==> src/rtl/checkout_monitor_pkg.sv <==
// Shared types and defaults for the checkout monitor.
// Holds the FSM state enum and parameter defaults.
package checkout_pkg;

    typedef enum logic [1:0] {
        IDLE  = 2'd0,
        ALARM = 2'd1,
        CLEAR = 2'd2
    } state_t;

    localparam int DEF_CNT_W     = 8;
    localparam int DEF_COOLDOWN  = 4;
    localparam int DEF_BLINK_DIV = 8;

endpackage

==> src/rtl/checkout_monitor_if.sv <==
// Item/guard bus between the marker stage and the monitor.
// master drives items and ack; slave reports tallies and alarm.
interface checkout_monitor_if #(
    parameter int CNT_W = 8
);
    logic             item_valid;
    logic             d;
    logic             s;
    logic             ack;
    logic             ready;
    logic [CNT_W-1:0] item_count;
    logic [CNT_W-1:0] disc_count;
    logic [CNT_W-1:0] stolen_count;
    logic             alarm;
    logic [1:0]       state;

    modport master (
        output item_valid, d, s, ack,
        input  ready, item_count, disc_count,
        input  stolen_count, alarm, state
    );

    modport slave (
        input  item_valid, d, s, ack,
        output ready, item_count, disc_count,
        output stolen_count, alarm, state
    );
endinterface

==> src/rtl/checkout_monitor_sat_counter.sv <==
// Saturating up-counter: holds at all-ones, never wraps.
// Async active-low reset clears it to zero.
module sat_counter #(
    parameter int W = 8
) (
    input  logic         clk,
    input  logic         reset,
    input  logic         inc,
    output logic [W-1:0] count
);

    // count up on inc unless already at all-ones
    always_ff @(posedge clk or negedge reset) begin
        if (!reset) begin
            count <= '0;
        end else if (inc && (count != {W{1'b1}})) begin
            count <= count + 1'b1;
        end
    end

endmodule

==> src/rtl/checkout_monitor.sv <==
// Checkout monitor: item tallies plus stolen-item alarm FSM.
// Optional ALARM_BLINK_EN makes the alarm blink in ALARM.
module checkout_monitor
    import checkout_pkg::*;
#(
    parameter int CNT_W     = DEF_CNT_W,
    parameter int COOLDOWN  = DEF_COOLDOWN,
    parameter int BLINK_DIV = DEF_BLINK_DIV
) (
    input  logic clk,
    input  logic reset,
    checkout_monitor_if.slave bus
);

    localparam logic [7:0] COOL_INIT = 8'(COOLDOWN - 1);

    state_t     state_q, state_d;
    logic [7:0] cool_q, cool_d;
    logic       ready;
    logic       accept;

    assign ready  = (state_q == IDLE);
    assign accept = bus.item_valid & ready;

    sat_counter #(.W(CNT_W)) u_items (
        .clk   (clk),
        .reset (reset),
        .inc   (accept),
        .count (bus.item_count)
    );

    sat_counter #(.W(CNT_W)) u_disc (
        .clk   (clk),
        .reset (reset),
        .inc   (accept & bus.d),
        .count (bus.disc_count)
    );

    sat_counter #(.W(CNT_W)) u_stolen (
        .clk   (clk),
        .reset (reset),
        .inc   (accept & bus.s),
        .count (bus.stolen_count)
    );

    // state and cooldown registers
    always_ff @(posedge clk or negedge reset) begin
        if (!reset) begin
            state_q <= IDLE;
            cool_q  <= '0;
        end else begin
            state_q <= state_d;
            cool_q  <= cool_d;
        end
    end

    // next state; unused encoding falls back to IDLE
    always_comb begin
        state_d = IDLE;
        cool_d  = cool_q;
        unique case (state_q)
            IDLE: begin
                state_d = (accept && bus.s) ? ALARM : IDLE;
            end
            ALARM: begin
                if (bus.ack) begin
                    state_d = CLEAR;
                    cool_d  = COOL_INIT;
                end else begin
                    state_d = ALARM;
                end
            end
            CLEAR: begin
                if (cool_q == 8'd0) begin
                    state_d = IDLE;
                end else begin
                    state_d = CLEAR;
                    cool_d  = cool_q - 8'd1;
                end
            end
            default: state_d = IDLE;
        endcase
    end

`ifdef ALARM_BLINK_EN
    localparam logic [15:0] DIV_LAST = 16'(BLINK_DIV - 1);

    logic        blink_q;
    logic [15:0] div_q;

    // blink phase: restart lit on entry, flip every BLINK_DIV cycles
    always_ff @(posedge clk or negedge reset) begin
        if (!reset) begin
            blink_q <= 1'b0;
            div_q   <= '0;
        end else if (state_d == ALARM && state_q != ALARM) begin
            blink_q <= 1'b1;
            div_q   <= '0;
        end else if (state_q == ALARM) begin
            if (div_q == DIV_LAST) begin
                div_q   <= '0;
                blink_q <= ~blink_q;
            end else begin
                div_q <= div_q + 16'd1;
            end
        end else begin
            blink_q <= 1'b0;
        end
    end

    assign bus.alarm = (state_q == ALARM) & blink_q;
`else
    logic unused_blink;
    assign unused_blink = (BLINK_DIV != 0);
    assign bus.alarm    = (state_q == ALARM);
`endif

    assign bus.ready = ready;
    assign bus.state = state_q;

endmodule

==> src/flat_wrapper.sv <==
// flat-port wrapper written by rule: the top's interface ports become plain ports
module checkout_monitor_flat import checkout_pkg::*;
#(
    parameter int CNT_W     = DEF_CNT_W,
    parameter int COOLDOWN  = DEF_COOLDOWN,
    parameter int BLINK_DIV = DEF_BLINK_DIV
)
  (clk, reset, bus_item_valid, bus_d, bus_s, bus_ack, bus_ready, bus_item_count, bus_disc_count, bus_stolen_count, bus_alarm, bus_state);
  checkout_monitor_if #(.CNT_W(CNT_W)) bus_i ();
  input  logic clk;
  input  logic reset;
  input wire logic [$bits(bus_i.item_valid)-1:0] bus_item_valid;
  input wire logic [$bits(bus_i.d)-1:0] bus_d;
  input wire logic [$bits(bus_i.s)-1:0] bus_s;
  input wire logic [$bits(bus_i.ack)-1:0] bus_ack;
  output wire logic [$bits(bus_i.ready)-1:0] bus_ready;
  output wire logic [$bits(bus_i.item_count)-1:0] bus_item_count;
  output wire logic [$bits(bus_i.disc_count)-1:0] bus_disc_count;
  output wire logic [$bits(bus_i.stolen_count)-1:0] bus_stolen_count;
  output wire logic [$bits(bus_i.alarm)-1:0] bus_alarm;
  output wire logic [$bits(bus_i.state)-1:0] bus_state;
  assign bus_i.item_valid = bus_item_valid;
  assign bus_i.d = bus_d;
  assign bus_i.s = bus_s;
  assign bus_i.ack = bus_ack;
  assign bus_ready = bus_i.ready;
  assign bus_item_count = bus_i.item_count;
  assign bus_disc_count = bus_i.disc_count;
  assign bus_stolen_count = bus_i.stolen_count;
  assign bus_alarm = bus_i.alarm;
  assign bus_state = bus_i.state;
  checkout_monitor #(.CNT_W(CNT_W), .COOLDOWN(COOLDOWN), .BLINK_DIV(BLINK_DIV)) u_core (.clk(clk), .reset(reset), .bus(bus_i));
endmodule
==> config.mk <==
export PLATFORM = sky130hd
export DESIGN_NAME = checkout_monitor_flat
export DESIGN_NICKNAME = d
export VERILOG_FILES = /design/src/rtl/checkout_monitor_pkg.sv /design/src/rtl/checkout_monitor_if.sv /design/src/rtl/checkout_monitor_sat_counter.sv /design/src/rtl/checkout_monitor.sv /design/src/flat_wrapper.sv
export SDC_FILE = /design/constraint.sdc
export NUM_CORES = 1
export LEC_CHECK = 0
export ABC_AREA = 1
export CAP_MARGIN = 20
export CORE_MARGIN = 5
export CORE_UTILIZATION = 60
export CTS_BUF_LIST = sky130_fd_sc_hd__clkbuf_8 sky130_fd_sc_hd__clkbuf_16
export CTS_CLUSTER_SIZE = 20
export DETAILED_ROUTE_END_ITERATION = 12
export DONT_BUFFER_PORTS = 1
export PLACE_DENSITY = 0.74
export SLEW_MARGIN = 20
export SYNTH_ARGS = -nofsm -noshare
export SYNTH_HDL_FRONTEND = slang
export SYNTH_SLANG_ARGS = --single-unit
export TNS_END_PERCENT = 1
==> constraint.sdc <==
create_clock -name clk -period 2.1 [get_ports clk]
set_input_delay 0.21 -clock clk [delete_from_list [all_inputs] [get_ports clk]]
set_output_delay 0.21 -clock clk [all_outputs]
set_load 0.005 [all_outputs]
==> results.py, run 1 <==
metrics = {
    "grt": {
        "grt.overflow.total": 0,
        "grt_pass1_wl_um": 6150,
        "grt_pass1_vias": 1406,
        "antenna_found_initial": 0,
        "track_usage_pct": 17.9,
        "grt_max_degree": 35,
    },
    "drt": {
        "drt_first_pass_iters": 4,
        "routed_via_density": 4.93,
        "finalWirelength_um": 3610,
        "antenna_left": 0,
        "wl_per_cell_um": 11.6,
        "drc": 0,
        "drtIter0Drc": 78,
        "via_count": 1527,
    },
    "setup_path": {
        "r2r-start": "u_core.bus.state[0]",
        "endpoint_kind": "flip-flop",
        "start_kind": "flip-flop",
        "required_ps": 2280,
        "arrival_ps": 1790,
        "cp_max_fo": 10,
        "crit_path_start": "u_core.bus.state[0]",
        "setup.worst_path.class": "reg -> reg",
    },
    "die": {
        "core_area_mm2": 0.00328,
        "num_rows": 21,
        "die_area_mm2": 0.00457,
        "die_w_um": 67.6,
        "die_h_um": 67.6,
        "io_pins": 34,
        "initial_core_util_pct": 60.6,
    },
    "clock_network": {
        "h-tree-depth": 2,
        "cts_made_buffers": 5,
        "cts_setup_buffers": 0,
        "clk_pin_slew_ps": 70,
        "cts_root_buf": "clkbuf_8",
        "clock-sinks": 34,
        "clock_latency_ps": 280,
        "cts_max_path_buffers": 2,
        "cts_tree": "yes",
    },
    "timing": {
        "maxSlewViolCount": 0,
        "fin_crit_sh_pct": 76.8,
        "finClkSkew_ps": 4.88,
        "finalWorstSetupSlack_ps": 487,
        "rsz0062_at_grt": "false",
        "relSlewSlack_pct": 71.6,
        "clock.fmax_mhz": 620,
        "fin_setup_tns_ps": 0,
        "period_needed_ps": 1610,
        "setup_viol": 0,
        "tightestPinTransition_ps": 425,
        "whs_ps": 54.4,
        "hold_viol": 0,
    },
    "outcome": {
        "status": "finished clean",
    },
    "min_path": {
        "min_from": "bus_ack",
        "hold_class": "in -> reg",
    },
    "finish": {
        "post-route-util_pct": 66.0,
        "syn_to_final_growth_pct": 8.93,
        "drive_above_1_share_pct": 9.85,
        "layout.nets": 278,
        "antenna_cells": 0,
    },
    "synthesis": {
        "synth_ff_type": "dfrtp_1",
        "yosysUniqueCellTypes": 25,
        "yosysSeqAreaShare_pct": 42.7,
        "ys_warn_count": 0,
        "synth_edf_count": 0,
        "synthTopCellsByArea": "dfrtp_1 43%, nand2_1 16%, inv_1 6.4%",
        "netlist.area_leader.share_pct": 42.7,
        "syn-cell-area_mm2": 0.00199,
        "async_flop_share_pct": 100,
        "synth_area_leader_cell": "dfrtp_1",
        "syn_inst": 255,
        "ys_ff_latch": 34,
        "syn_avg_cell_area_um2": 7.81,
        "syn-num-nets": 270,
    },
    "power": {
        "p_per_area_mw_per_mm2": 544,
        "p_total_mw": 1.18,
        "leakagePower_nw": 1.15,
        "ir_worst_vdd_v": 0.000387,
    },
    "run": {
        "drv_cap": 0,
    },
    "place": {
        "dp.final_hpwl_um": 2680,
        "portBuffers": 0,
        "gp_congestion": 0.799,
        "post-place-ws_ps": 489,
    },
}
[per-stage QoR]
step	cell area [µm²]	std cells
global route	2170	310
global placement	2040	300
finish	2170	310
floorplan	1990	255
detailed placement	2040	300
CTS	2170	310
[cells in the final DEF (no fill, tap or decap)]
cell and count:
nand3_1 13, dfrtp_1 34, ha_1 9, a21oi_1 3, nand2_1 86, clkbuf_8 6
nand2_4 3, clkinvlp_4 1, nor3_1 1, inv_1 34, dlygate4sd3_1 1, nor3_4 1
inv_2 2, buf_12 1, xor2_1 11, xnor2_1 7, nand3b_1 2, nor2_2 1
clkinv_2 1, nand3_2 1, nor2_1 19, nand4_1 5, o21ai_0 10, nor3_2 1
nand2_2 3, o21ai_1 3, o21ai_2 3, a21boi_2 1, inv_4 1
[synthesized netlist by cell type, types with 5 or more instances]
master / instances
nand4_1: 5
xnor2_1: 7
o21ai_0: 10
inv_1: 34
ha_1: 9
dfrtp_1: 34
nand2_1: 86
xor2_1: 11
nand3_1: 13
nor2_1: 19
[metal layers]
| metal | part of all wire, % | vias to the layer above | wire length (µm) | GRT usage, % |
|---|---|---|---|---|
| met3 | 8.0 | 7 | 290 | 7.15 |
| li1 | - | 807 | - | - |
| met1 | 46 | 685 | 1650 | 22.4 |
| met5 | 0 | - | 0 | 0 |
| met4 | 1.5 | 0 | 53 | 6.84 |
| met2 | 45 | 28 | 1610 | 27.6 |
[critical path, stage by stage (launching register included)]
cell,delay (ps)
dfrtp_1,440
inv_1,110
ha_1,200
nand2_1,110
nor2_1,280
nand2_4,140
o21ai_0,160
nand2_1,60
[sequential cells by signal, indices dropped and copies added, names as in the netlist]
signal and flops:
u_core.u_stolen.count 8, u_core.u_items.count 8, u_core.u_disc.count 8, u_core.bus.state 2
u_core.cool_q 8
[timing repair]
item                      CTS  global route
gates resized for setup     0             0
hold endpoints to repair   34             0
hold buffers                2             0
[power breakdown]
| group | internal (mW) | switching (mW) |
|---|---|---|
| Combinational | 0.00560 | 0.0143 |
| Clock | 0.263 | 0.241 |
| Sequential | 0.655 | 0 |
| Total | 0.923 | 0.255 |
[worst paths after layout]
path                                             to  slack, ps  cells after the start
max in group asynchronous          u_core.cool_q[3]       1530                      2
max reg2reg                u_core.u_stolen.count[3]        490                      7
min reg2reg                        u_core.cool_q[0]        540                      3
max                        u_core.u_stolen.count[3]        490                      7
min                             u_core.bus.state[1]         50                      2
min in group asynchronous    u_core.u_disc.count[0]        390                      2
[cells by family (layout without fill, tap and decap cells)]
family | count (synthesis) | after routing | share of synthesized area [%]
compound gates | 20 | 20 | 5.91
buf+inv | 38 | 47 | 7.35
fa+ha+maj | 9 | 9 | 5.66
xor+xnor | 18 | 18 | 7.92
simple gates | 136 | 136 | 30.4
flops | 34 | 34 | 42.7
[cell type report]
class / instances / area, µm²
Fill cell: 283 / 1120
Tap cell: 46 / 57.6
Multi-Input combinational cell: 183 / 993
Timing Repair Buffer: 2 / 30.0
Clock buffer: 6 / 82.6
Sequential cell: 34 / 851
Inverter: 37 / 141
Clock inverter: 2 / 12.5
Note: power is estimated with default switching activity, not from simulation.
==> run 2: changes to the inputs <==
- clock period: 2.1 -> 1.6 ns (I/O delays scaled with it)
==> results.py, run 2 (synthesis results as in run 1) <==
metrics = {
    "outcome": {
        "status": "finished clean",
    },
    "setup_path": {
        "critical_path_buf_inv_count": 1,
        "start_kind": "flip-flop",
        "cpMaxStageDelayCell": "dfrtp_2",
        "arrival_ps": 1660,
        "crit_path_start": "u_core.bus.state[0]",
        "r2r-start": "u_core.bus.state[0]",
        "critical_path.max_stage_delay_ps": 440,
        "crit_chain": "inv_1 -> ha_1 -> nand2_1 -> nor2_2 -> nand2_4 -> o21ai_0 -> nand2_1",
        "crit_family": "simple AND/OR/NAND/NOR gates",
        "setup.worst_path.class": "reg -> reg",
        "crit_top_cell": "nand2_1",
        "timing.rr.end": "u_core.u_stolen.count[3]",
        "cp_max_fo": 10,
        "r2r_setup_slack_ps": 110,
        "required_ps": 1770,
        "rr_worst_depth": 7,
        "endpoint_kind": "flip-flop",
    },
    "finish": {
        "drive_above_1_share_pct": 11.6,
        "final_common_cell": "nand2_1",
        "syn_to_final_growth_pct": 11.6,
        "mostFrequentLayoutCells": "86 x nand2_1, 36 x inv_1, 32 x dfrtp_1",
        "layout.nets": 282,
        "antenna_cells": 0,
        "n_fill_cell": 278,
    },
    "power": {
        "ir_worst_vdd_v": 0.000584,
        "p_per_area_mw_per_mm2": 740,
        "leakagePower_nw": 1.19,
        "p_total_mw": 1.64,
    },
    "drt": {
        "drt_first_pass_iters": 4,
        "wl_per_cell_um": 11.7,
        "finalWirelength_um": 3680,
        "via_count": 1526,
        "drc": 0,
        "routed_via_density": 4.86,
        "drtIter0Drc": 94,
        "antenna_left": 0,
    },
    "clock_network": {
        "cts_made_buffers": 5,
        "cts_root_buf": "clkbuf_8",
        "cts_setup_buffers": 0,
        "h-tree-depth": 2,
        "cts_max_path_buffers": 2,
        "clock_latency_ps": 290,
        "clk_pin_slew_ps": 70,
        "cts_tree": "yes",
        "clock-sinks": 34,
    },
    "timing": {
        "setup_viol": 0,
        "tightestPinTransition_ps": 427,
        "period_needed_ps": 1490,
        "fin_setup_tns_ps": 0,
        "hold_viol": 0,
        "finClkSkew_ps": 9.16,
        "maxSlewViolCount": 0,
        "rsz0062_at_grt": "true",
        "clock.fmax_mhz": 673,
        "relSlewSlack_pct": 71.5,
        "fin_crit_sh_pct": 92.9,
    },
    "place": {
        "gp_congestion": 0.777,
        "dp.final_hpwl_um": 2680,
        "portBuffers": 0,
    },
    "die": {
        "io_pins": 34,
        "initial_core_util_pct": 60.6,
        "num_rows": 21,
        "core_area_mm2": 0.00328,
        "die_area_mm2": 0.00457,
        "die_w_um": 67.6,
        "die_h_um": 67.6,
    },
    "grt": {
        "antenna_found_initial": 0,
        "grt_pass1_vias": 1415,
        "grt_max_degree": 35,
        "grt.overflow.total": 0,
        "track_usage_pct": 18.3,
        "grt_pass1_wl_um": 6220,
    },
    "min_path": {
        "min_to": "u_core.bus.state[1]",
        "hold_class": "in -> reg",
        "min_from": "bus_ack",
        "worstHoldPathCells": 2,
    },
    "run": {
        "drv_cap": 0,
    },
}
## run 2: cell count changes in the layout (fill, tap and decap cells not counted), sizes merged
cell and delta:
clkbuf -1, inv +2, bufinv +1, clkinv -1
buf +4, clkinvlp -1
## run 2: routing by layer
layer / vias up / global-route usage (%) / wire, µm
met1: 675 / 23.3 / 1750
met5: - / 0 / 0
li1: 810 / - / -
met3: 8 / 7.82 / 296
met4: 0 / 7.59 / 66
met2: 33 / 27.0 / 1570
## run 2: per-stage QoR
stage | instances | util, % | cell area [µm²] | hold slack (ps) | setup slack, ps
after global placement | 304 | 63.1 | 2070 | -135 | 88.8
after floorplan | 255 | - | 1990 | -136 | 188
final | 314 | 67.7 | 2220 | 18.1 | 113
after CTS | 314 | 67.3 | 2210 | 5.16 | 5.80
after detailed placement | 304 | 63.1 | 2070 | -135 | 13.3
after global routing | 314 | 67.7 | 2220 | 16.5 | -40.8
## run 2: how the worst max path moves through the flow
stage,end,slack [ps],depth (start not counted)
2_1_floorplan,u_core.u_stolen.count[6],190,7
3_3_place_gp,u_core.cool_q[1],90,7
3_5_place_dp,u_core.u_stolen.count[3],10,7
4_1_cts,u_core.u_stolen.count[3],6,7
5_1_grt,u_core.u_stolen.count[6],-40,7
6_report,u_core.u_stolen.count[3],110,7
## run 2: power breakdown
| group | internal (mW) | total [mW] | switching [mW] |
|---|---|---|---|
| registers | 0.859 | 0.859 | 0 |
| clock network | 0.453 | 0.758 | 0.305 |
| logic | 0.00741 | 0.0272 | 0.0198 |
| total | 1.32 | 1.64 | 0.325 |
## run 2: final cells by class
type	count	area, µm²	share of cell area, %
Sequential cell	34	853	38.4
Timing Repair Buffer	6	60.1	2.70
Clock buffer	5	68.8	3.10
Clock inverter	3	37.5	1.69
Inverter	37	141	6.36
Multi-Input combinational cell	183	1000	45.2
Tap cell	46	57.6	2.59
## run 2: worst register-to-register path: stages (launching register included)
cell and delay (ps):
dfrtp_2 440, inv_1 90, ha_1 170, nand2_1 110
nor2_2 220, nand2_4 120, o21ai_0 160, nand2_1 60
## run 2: timing repair
item,CTS,global route
gates resized for setup,0,4
hold buffers,2,0
hold endpoints to repair,34,0
endpoints found under the setup margin,0,16
==> run 3: changes to the inputs <==
- CTS_CLUSTER_SIZE: 20 -> 12
- TNS_END_PERCENT: 1 -> default
==> results of run 3 <==
Final layout, timing and power as in run 2 (identical DEF).
